File: config.mk
export PLATFORM = sky130hd
export DESIGN_NAME = cmos_pixel_capture
export DESIGN_NICKNAME = d
export VERILOG_FILES = /design/src/rtl/cmos_pixel_capture.sv
export SDC_FILE = /design/constraint.sdc
export NUM_CORES = 1
export LEC_CHECK = 0
export ABC_AREA = 0
export CORE_MARGIN = 2
export CORE_UTILIZATION = 50
export DETAILED_ROUTE_END_ITERATION = 6
export GPL_ROUTABILITY_DRIVEN = 0
export GPL_TIMING_DRIVEN = 0
export PLACE_DENSITY = 0.75
export SLEW_MARGIN = 40
export SYNTH_ARGS = -nofsm -noshare
export SYNTH_HDL_FRONTEND = slang
export SYNTH_SLANG_ARGS = --single-unit
File: constraint.sdc
create_clock -name cmos_pclk -period 2 [get_ports cmos_pclk]
set_input_delay 0.2 -clock cmos_pclk [delete_from_list [all_inputs] [get_ports cmos_pclk]]
set_output_delay 0.2 -clock cmos_pclk [all_outputs]
set_load 0.05 [all_outputs]
File: src/rtl/cmos_pixel_capture.sv
// OV5640 8-bit parallel capture: pairs bytes into RGB565 words, drops start-up frames,
// streams only whole frames and publishes per-frame geometry for debug.
module cmos_pixel_capture #(
  parameter int unsigned FRAME_SKIP = 10,
  parameter int unsigned H_PIXELS   = 640,
  parameter int unsigned V_LINES    = 480,
  parameter bit          SWAP_RB    = 1'b1
) (
  input  logic        cmos_pclk,
  input  logic        I_rst_n,
  input  logic        I_cfg_done,
  input  logic        I_vsync,
  input  logic        I_href,
  input  logic [7:0]  I_data,
  output logic        O_vs_n,
  output logic        O_de,
  output logic [15:0] O_data,
  output logic        O_streaming,
  output logic [11:0] O_pix_cnt,
  output logic [11:0] O_line_cnt,
  output logic [15:0] O_frame_cnt,
  output logic        O_size_ok,
  output logic        O_odd_err
);

  localparam logic [15:0] SkipN = 16'(FRAME_SKIP);
  localparam logic [11:0] HPix  = 12'(H_PIXELS);
  localparam logic [11:0] VLin  = 12'(V_LINES);
  localparam logic [11:0] CntMax = 12'hFFF;

  typedef enum logic [1:0] {StWaitCfg, StSkip, StArm, StStream} state_e;

  state_e      state_q, state_d;
  logic        cfg_meta_q, cfg_sync_q;
  logic        vsync_q, href_q, vsync_p_q, href_p_q;
  logic [7:0]  data_q;
  logic [15:0] skip_cnt_q, skip_cnt_d;

  logic        phase_q, phase_d;
  logic [7:0]  hi_q, hi_d;
  logic [15:0] word_q, word_d;
  logic        wvalid_q, wvalid_d;

  logic        fall_q, fall_d, rise_q, rise_d, line_odd_q, line_odd_d;
  logic [11:0] line_pix_q, line_pix_d;
  logic [11:0] line_cnt_q, line_cnt_d;
  logic        frame_ok_q, frame_ok_d;

  logic        vs_dly_q, vs_dly_d;
  logic        vs_n_q, vs_n_d;
  logic        de_q, de_d;
  logic [15:0] data_out_q, data_out_d;
  logic [11:0] pix_cnt_q, pix_cnt_d;
  logic [11:0] line_out_q, line_out_d;
  logic [15:0] frame_cnt_q, frame_cnt_d;
  logic        size_ok_q, size_ok_d;
  logic        odd_err_q, odd_err_d;

  logic        v_rise, v_fall, h_fall, active, odd_now;
  logic [11:0] lines_now;
  logic        ok_now;
  logic [15:0] word_swz;

  assign v_rise  = vsync_q & ~vsync_p_q;
  assign v_fall  = ~vsync_q & vsync_p_q;
  assign h_fall  = ~href_q & href_p_q;
  // Losing cfg_done takes effect on the same edge the FSM leaves STREAM.
  assign active  = (state_q == StStream) && cfg_sync_q;
  assign odd_now = active && h_fall && phase_q;

  always_comb begin
    state_d    = state_q;
    skip_cnt_d = skip_cnt_q;
    if (!cfg_sync_q) begin
      state_d    = StWaitCfg;
      skip_cnt_d = '0;
    end else begin
      unique case (state_q)
        StWaitCfg: begin
          skip_cnt_d = '0;
          state_d    = (SkipN == 16'd0) ? StArm : StSkip;
        end
        StSkip: begin
          if (v_rise) begin
            skip_cnt_d = skip_cnt_q + 16'd1;
            if (skip_cnt_d == SkipN) state_d = StArm;
          end
        end
        StArm: begin
          if (v_fall) state_d = StStream;
        end
        StStream: state_d = StStream;
        default:  state_d = StWaitCfg;
      endcase
    end
  end

  always_comb begin
    phase_d  = phase_q;
    hi_d     = hi_q;
    word_d   = word_q;
    wvalid_d = 1'b0;
    if (!active || !href_q) begin
      phase_d = 1'b0;
    end else if (!phase_q) begin
      hi_d    = data_q;
      phase_d = 1'b1;
    end else begin
      word_d   = {hi_q, data_q};
      wvalid_d = 1'b1;
      phase_d  = 1'b0;
    end
    fall_d     = active && h_fall;
    rise_d     = active && v_rise;
    line_odd_d = odd_now;
  end

  // Line close is folded in before frame close so coincident edges count the last line.
  always_comb begin
    line_pix_d  = line_pix_q;
    line_cnt_d  = line_cnt_q;
    frame_ok_d  = frame_ok_q;
    pix_cnt_d   = pix_cnt_q;
    line_out_d  = line_out_q;
    frame_cnt_d = frame_cnt_q;
    size_ok_d   = size_ok_q;
    lines_now   = line_cnt_q;
    ok_now      = frame_ok_q;
    if (!active) begin
      line_pix_d = '0;
      line_cnt_d = '0;
      frame_ok_d = 1'b1;
    end else begin
      if (wvalid_q && (line_pix_q != CntMax)) line_pix_d = line_pix_q + 12'd1;
      if (fall_q) begin
        pix_cnt_d  = line_pix_q;
        line_pix_d = wvalid_q ? 12'd1 : 12'd0;
        ok_now     = frame_ok_q && (line_pix_q == HPix) && !line_odd_q;
        lines_now  = (line_cnt_q == CntMax) ? line_cnt_q : line_cnt_q + 12'd1;
        line_cnt_d = lines_now;
        frame_ok_d = ok_now;
      end
      if (rise_q) begin
        line_out_d  = lines_now;
        frame_cnt_d = frame_cnt_q + 16'd1;
        size_ok_d   = (lines_now == VLin) && ok_now;
        line_cnt_d  = '0;
        frame_ok_d  = 1'b1;
      end
    end
  end

  always_comb begin
    word_swz   = SWAP_RB ? {word_q[4:0], word_q[10:5], word_q[15:11]} : word_q;
    de_d       = wvalid_q && active;
    data_out_d = de_d ? word_swz : data_out_q;
    vs_dly_d   = vsync_q;
    vs_n_d     = active ? ~vs_dly_q : 1'b1;
    odd_err_d  = odd_err_q | odd_now;
  end

  always_ff @(posedge cmos_pclk or negedge I_rst_n) begin
    if (!I_rst_n) begin
      state_q     <= StWaitCfg;
      cfg_meta_q  <= 1'b0;
      cfg_sync_q  <= 1'b0;
      vsync_q     <= 1'b0;
      href_q      <= 1'b0;
      data_q      <= '0;
      vsync_p_q   <= 1'b0;
      href_p_q    <= 1'b0;
      skip_cnt_q  <= '0;
      phase_q     <= 1'b0;
      hi_q        <= '0;
      word_q      <= '0;
      wvalid_q    <= 1'b0;
      fall_q      <= 1'b0;
      rise_q      <= 1'b0;
      line_odd_q  <= 1'b0;
      line_pix_q  <= '0;
      line_cnt_q  <= '0;
      frame_ok_q  <= 1'b1;
      vs_dly_q    <= 1'b0;
      vs_n_q      <= 1'b1;
      de_q        <= 1'b0;
      data_out_q  <= '0;
      pix_cnt_q   <= '0;
      line_out_q  <= '0;
      frame_cnt_q <= '0;
      size_ok_q   <= 1'b0;
      odd_err_q   <= 1'b0;
    end else begin
      state_q     <= state_d;
      cfg_meta_q  <= I_cfg_done;
      cfg_sync_q  <= cfg_meta_q;
      vsync_q     <= I_vsync;
      href_q      <= I_href;
      data_q      <= I_data;
      vsync_p_q   <= vsync_q;
      href_p_q    <= href_q;
      skip_cnt_q  <= skip_cnt_d;
      phase_q     <= phase_d;
      hi_q        <= hi_d;
      word_q      <= word_d;
      wvalid_q    <= wvalid_d;
      fall_q      <= fall_d;
      rise_q      <= rise_d;
      line_odd_q  <= line_odd_d;
      line_pix_q  <= line_pix_d;
      line_cnt_q  <= line_cnt_d;
      frame_ok_q  <= frame_ok_d;
      vs_dly_q    <= vs_dly_d;
      vs_n_q      <= vs_n_d;
      de_q        <= de_d;
      data_out_q  <= data_out_d;
      pix_cnt_q   <= pix_cnt_d;
      line_out_q  <= line_out_d;
      frame_cnt_q <= frame_cnt_d;
      size_ok_q   <= size_ok_d;
      odd_err_q   <= odd_err_d;
    end
  end

  assign O_vs_n      = vs_n_q;
  assign O_de        = de_q;
  assign O_data      = data_out_q;
  assign O_streaming = (state_q == StStream);
  assign O_pix_cnt   = pix_cnt_q;
  assign O_line_cnt  = line_out_q;
  assign O_frame_cnt = frame_cnt_q;
  assign O_size_ok   = size_ok_q;
  assign O_odd_err   = odd_err_q;

endmodule

# After elaboration in Yosys (flattened, before gate mapping)

Cells that the tools add are included.

Flip-flop bits (word level): 146
Input port bits: 13
Output and inout port bits: 61
Word-level logic and storage cells: 99

$add $sub $neg: 4
Equality and inequality tests: 13
Muxes and demuxes: 26
Bitwise logic cells: 9
Reduce and logical (&&, ||, !) cells: 20

Operators by type and width:

| kind                                            | number |
|---|---|
| 2-to-1 mux 12 bit                               | 8 |
| adder 16 x 1 -> 16 bit, second input constant   | 2 |
| 2-to-1 mux 16 bit                               | 2 |
| case mux 16 bit (2 select lines)                | 1 |
| adder 12 x 1 -> 12 bit, second input constant   | 2 |
| == test 16 x 4 -> 1 bit, second input constant  | 1 |
| == test 12 x 10 -> 1 bit, second input constant | 1 |
| == test 12 bit, second input constant           | 1 |
| == test 12 x 9 -> 1 bit, second input constant  | 1 |
| != test 12 bit, second input constant           | 1 |
| 2-to-1 mux 1 bit                                | 10 |
| AND reduction 2 bit                             | 5 |
| logical AND 1 bit                               | 9 |
| != test 3 bit, second input constant            | 3 |
| 2-to-1 mux 2 bit                                | 4 |
| case mux 2 bit (4 select lines)                 | 1 |
| inverter 1 bit                                  | 5 |
| == test 2 bit, second input constant            | 2 |
| AND 1 bit                                       | 3 |
| logical NOT 1 bit                               | 3 |
| != test 3 x 1 -> 1 bit, second input constant   | 1 |
| != test 3 x 2 -> 1 bit, second input constant   | 1 |
| AND reduction 3 bit                             | 1 |
| == test 2 x 1 -> 1 bit, second input constant   | 1 |
| 3 further kinds                                 | 3 |

# Longest topological paths before layout

Depth after elaboration: 6
Mapped depth: 8
Mapped depth without buffers: 8

# Worst setup path after synthesis

OpenSTA, ideal clock, no wires.

Path kind: register to register
Start: register skip_cnt_q[0]
End: register state_q[0]
Setup time: 0.119 ns
Arrival: 1.909 ns
Data required time: 1.881 ns
Slack: -0.028 ns
Cell stages (with the launch flop): 8
Buffers on the path: 0
Cell sequence: dfrtp_1 ha_1 nand3_1 nor4_1 xnor2_1 nand3_1 a211o_1 o21a_1

Word-level cells in the longest chain between the ends: 4

Ends and longest elaborated chain:

| element                              | RTL line | source |
|---|---|---|
| from (decl)                          | 37       | `logic [15:0] skip_cnt_q, skip_cnt_d;` |
| from (signal assigned)               | 201      | `skip_cnt_q <= skip_cnt_d;` |
| adder 16 x 1 -> 16 bit               | 85       | `skip_cnt_d = skip_cnt_q + 16'd1;` |
| == test 16 x 4 -> 1 bit              | 86       | `if (skip_cnt_d == SkipN) state_d = StArm;` |
| != test 3 bit (no source line)       | -        |  |
| AND reduction 3 bit (no source line) | -        |  |
| to (signal assigned)                 | 164      | `state_q <= StWaitCfg;` |
| to (signal assigned)                 | 193      | `state_q <= state_d;` |
| to (decl)                            | 33       | `state_e state_q, state_d;` |

Every way passes these cells.
A chain may end at the register's enable or synchronous reset.

# Worst setup path in the final report

Start: register skip_cnt_q[4]
End: register state_q[0]

The elaborated chain is that of the path after synthesis.

==> metrics <==
outcome complete, but fails checks; violated checks negative setup slack; drt wl/cell 15.87 um; min-delay worst type input port to async pin; worst slack at placement -0.1943 ns; clock latency at the later pin of the worst-skew pair 0.43 ns; syn nets around 570; number of synthesized flops with an enable pin 0; #FFs+latches synth 146; CORE AREA 12110 sq um; Gate Count Post-Synth ~550; mux share of post-synthesis cell area 10.42%; clk buf depth 2; syn avg cell area 11.30 sq um; # rows 40; first-pass GRT wire length about 22000 um; root buffer cell clkbuf_16; simple-gate portion of the synthesized area 15.31%; # clock sinks 146; critical path's largest stage delay 0.37 ns; design area 8183 sq um; post-layout util 67.56%; Setup crit start kind flop; I/O pins between 70 and 80; Tightest Pin Transition 0.5490 ns; area grow syn2layout 30.75%; Crit. End Element flop; synth top area cells dfrtp_1 58%, mux2_2 9.5%, o21ai_0 3.7%, nand2_1 3.4%, nor2_1 2.8%; Max Fanout on Critical Path 9; drc violations 0; setup violators final 2; Synth Area in Compound Gates 7.877%; antenna diode count 0; fin crit share 105.7%; vias in the first global route about 4.6k; cell area after synthesis between 6000 and 7000 sq um; nets 683; combinational family with the most area after synthesis simple AND/OR/NAND/NOR gates; max-cap violations 0; initial core utilization 51.67%; minimum clock period 2.114 ns; Synth top area share a little under three fifths; RSZ-0062 raised after global routing yes; leakage power 3.723 nW; fmax ~0.47 GHz; die area between 10000 and 15000 sq um; non-filler cells, final about 850; GRT Overall Usage 20.77%; Post-synth ARST share 100.0%; Clock H-tree levels 4; Final ANT Viol Nets 0; TritonCTS Buffers 17; die height 115.9 um; Post-DP HPWL ~8600 um; slowest stage cell, crit path mux2_2; drt pass-1 iters 4; data required time of the worst path ~2.3 ns; Final Max Tran Viols 0; Synth Area in Adders 1.200%; yosys warns 0; vias after detailed routing approximately 4.6k; sequential share of the synthesized area 58.42%; die width ~120 um; initial antenna violation count 0; Yosys cell types 52; CP Cell Sequence buf_6, nand4_4, nor3_4, mux2_2, o31ai_1, nand3_2, o21a_1; post-synth top area cell dfrtp_1; Worst VDD drop 0.5435 mV; Pwr per Cell Area 790.9 nW/um^2; pin count of the biggest net entering global routing 65; xor/xnor cell area share of the yosys netlist 4.478%; Setup WS post-layout -0.1137 ns; worst r2r src skip_cnt_q[4]; clock slew at reported path FFs ~0.06 ns; share of cells above drive strength 1 between 20 and 25%; Final Hold Vio Count 0; dpl cell area 7271 sq um; grt ovf 0; hold slack final 0.2120 ns; placed cells 797; Via density 5.480; Worst slew margin 63.29%; Post-Route WL ~13000 um; RR Endpoint state_q[0]; Primary FF master, synth dfrtp_1; worst reg2reg path depth 7; CTS tree yes; 1st-iter DRT viols 256; CP Class flop to flop; Setup Skew between 0.01 and 0.015 ns; # port buffers 73; Arr. time, crit path about 2.4 ns; R2R Setup Slk -0.11 ns
-- metal layers --
layer / part of all wire [%] / global-route usage, % / vias to the layer above
met4: 1.9 / 7.540 / 0
met5: 0 / 0 / -
met3: 6.5 / 6.328 / 32
met1: 43 / 26.12 / 2261
li1: - / - / 2164
met2: 49 / 34.27 / 174
-- where the power goes --
group / internal, mW / total (mW) / switching [mW]
registers: 2.97 / 2.98 / 0.0119
logic: 0.0445 / 0.125 / 0.0804
clock network: 2.15 / 3.36 / 1.21
-- state kept, by name, summed over array words and instances, names as in the netlist, 2 cells and up --
register / count
O_frame_cnt: 16
O_line_cnt: 12
word_q: 16
data_q: 8
O_data: 16
line_cnt_q: 12
line_pix_q: 12
state_q: 2
hi_q: 8
O_pix_cnt: 12
skip_cnt_q: 16
-- worst max-delay path by stage --
stage / startpoint / end / slack [ns] / depth (start not counted)
after global placement: I_rst_n / O_data[14] / -4.81 / 1
after CTS: skip_cnt_q[5] / state_q[0] / -0.07 / 7
final: skip_cnt_q[4] / state_q[0] / -0.11 / 7
after floorplan: skip_cnt_q[0] / state_q[0] / 0.06 / 7
after detailed placement: skip_cnt_q[0] / state_q[0] / -0.19 / 7
after global routing: skip_cnt_q[3] / state_q[0] / -0.14 / 8
-- area by class of cell --
type                       count  area, sq um
fill                         871         3929
sequential                   146         3664
multi-input combinational    374         2585
timing repair buffer          94        938.4
clock buffer                  20        456.7
tap                          168        210.2
clock inverter                12        178.9
buffer                        18        101.3
inverter                      13        48.80
-- cell usage in the layout (no fill, tap or decap), drive strengths merged, types with 4 or more instances in the layout --
cell / count
dfrtp: 144
clkdlybuf4s50: 71
nand2: 56
mux2: 54
o21ai: 49
nor2: 47
buf: 30
nand3: 29
clkbuf: 29
xor2: 18
xnor2: 14
inv: 14
nand4: 14
a21oi: 11
and3: 8
nand2b: 7
a31oi: 6
and4: 6
ha: 6
nor3: 5
and2: 4
mux2i: 4
bufinv: 4
o31ai: 4
clkinv: 4
-- metrics by stage --
step	setup TNS [ns]	total power, mW
6_report	-0.1527	6.472
5_1_grt	-0.2612	6.669
4_1_cts	-0.07605	6.522
3_5_place_dp	-0.6000	3.158
3_3_place_gp	-696.70	3.141
2_1_floorplan	0	3.052
-- synthesized netlist by cell type, types with 2 or more instances --
library cell	number
nand4_1	13
dfstp_2	2
a31oi_1	6
nor2b_1	2
buf_2	7
nand3_1	29
xnor2_1	14
and4_1	6
ha_1	6
nand3b_1	2
nor4b_1	3
mux2i_1	4
clkbuf_1	12
buf_4	2
xor2_1	18
o21a_1	2
o21ai_1	3
nand2b_1	7
o31ai_1	3
nand2_1	56
a211o_1	2
inv_1	13
mux2_2	53
and3_1	8
and2_1	4
or3_1	2
o21ai_0	46
nor4_1	3
nor3_1	5
nor2_1	46
a21oi_1	11
dfrtp_1	144
-- critical path: cells and delay by family, from the launching register on --
| kind | cells | cell delay [ns] |
|---|---|---|
| muxes | 1 | 0.37 |
| AOI/OAI and AO/OA | 2 | 0.53 |
| and+or+nand+nor | 3 | 0.63 |
| buffers and inverters | 1 | 0.14 |
| DFF | 1 | 0.34 |
-- logic make-up (layout without fill, tap and decap cells) --
kind of cell	Yosys count	after routing
multiplexers	58	58
flip-flops	146	146
buffers and inverters	34	157
adder cells (fa/ha/maj)	6	6
AND/OR/NAND/NOR	194	194
AO/OA/AOI/OAI	84	84
XOR/XNOR	32	32
-- repair_timing --
action,CTS,global route
endpoints found under the hold margin,81,0
resized for setup,12,24
pin swaps,3,7
hold buffers,1,0
setup endpoints to repair,14,37
buffers inserted,2,16
(Power assumes the default switching activity.)
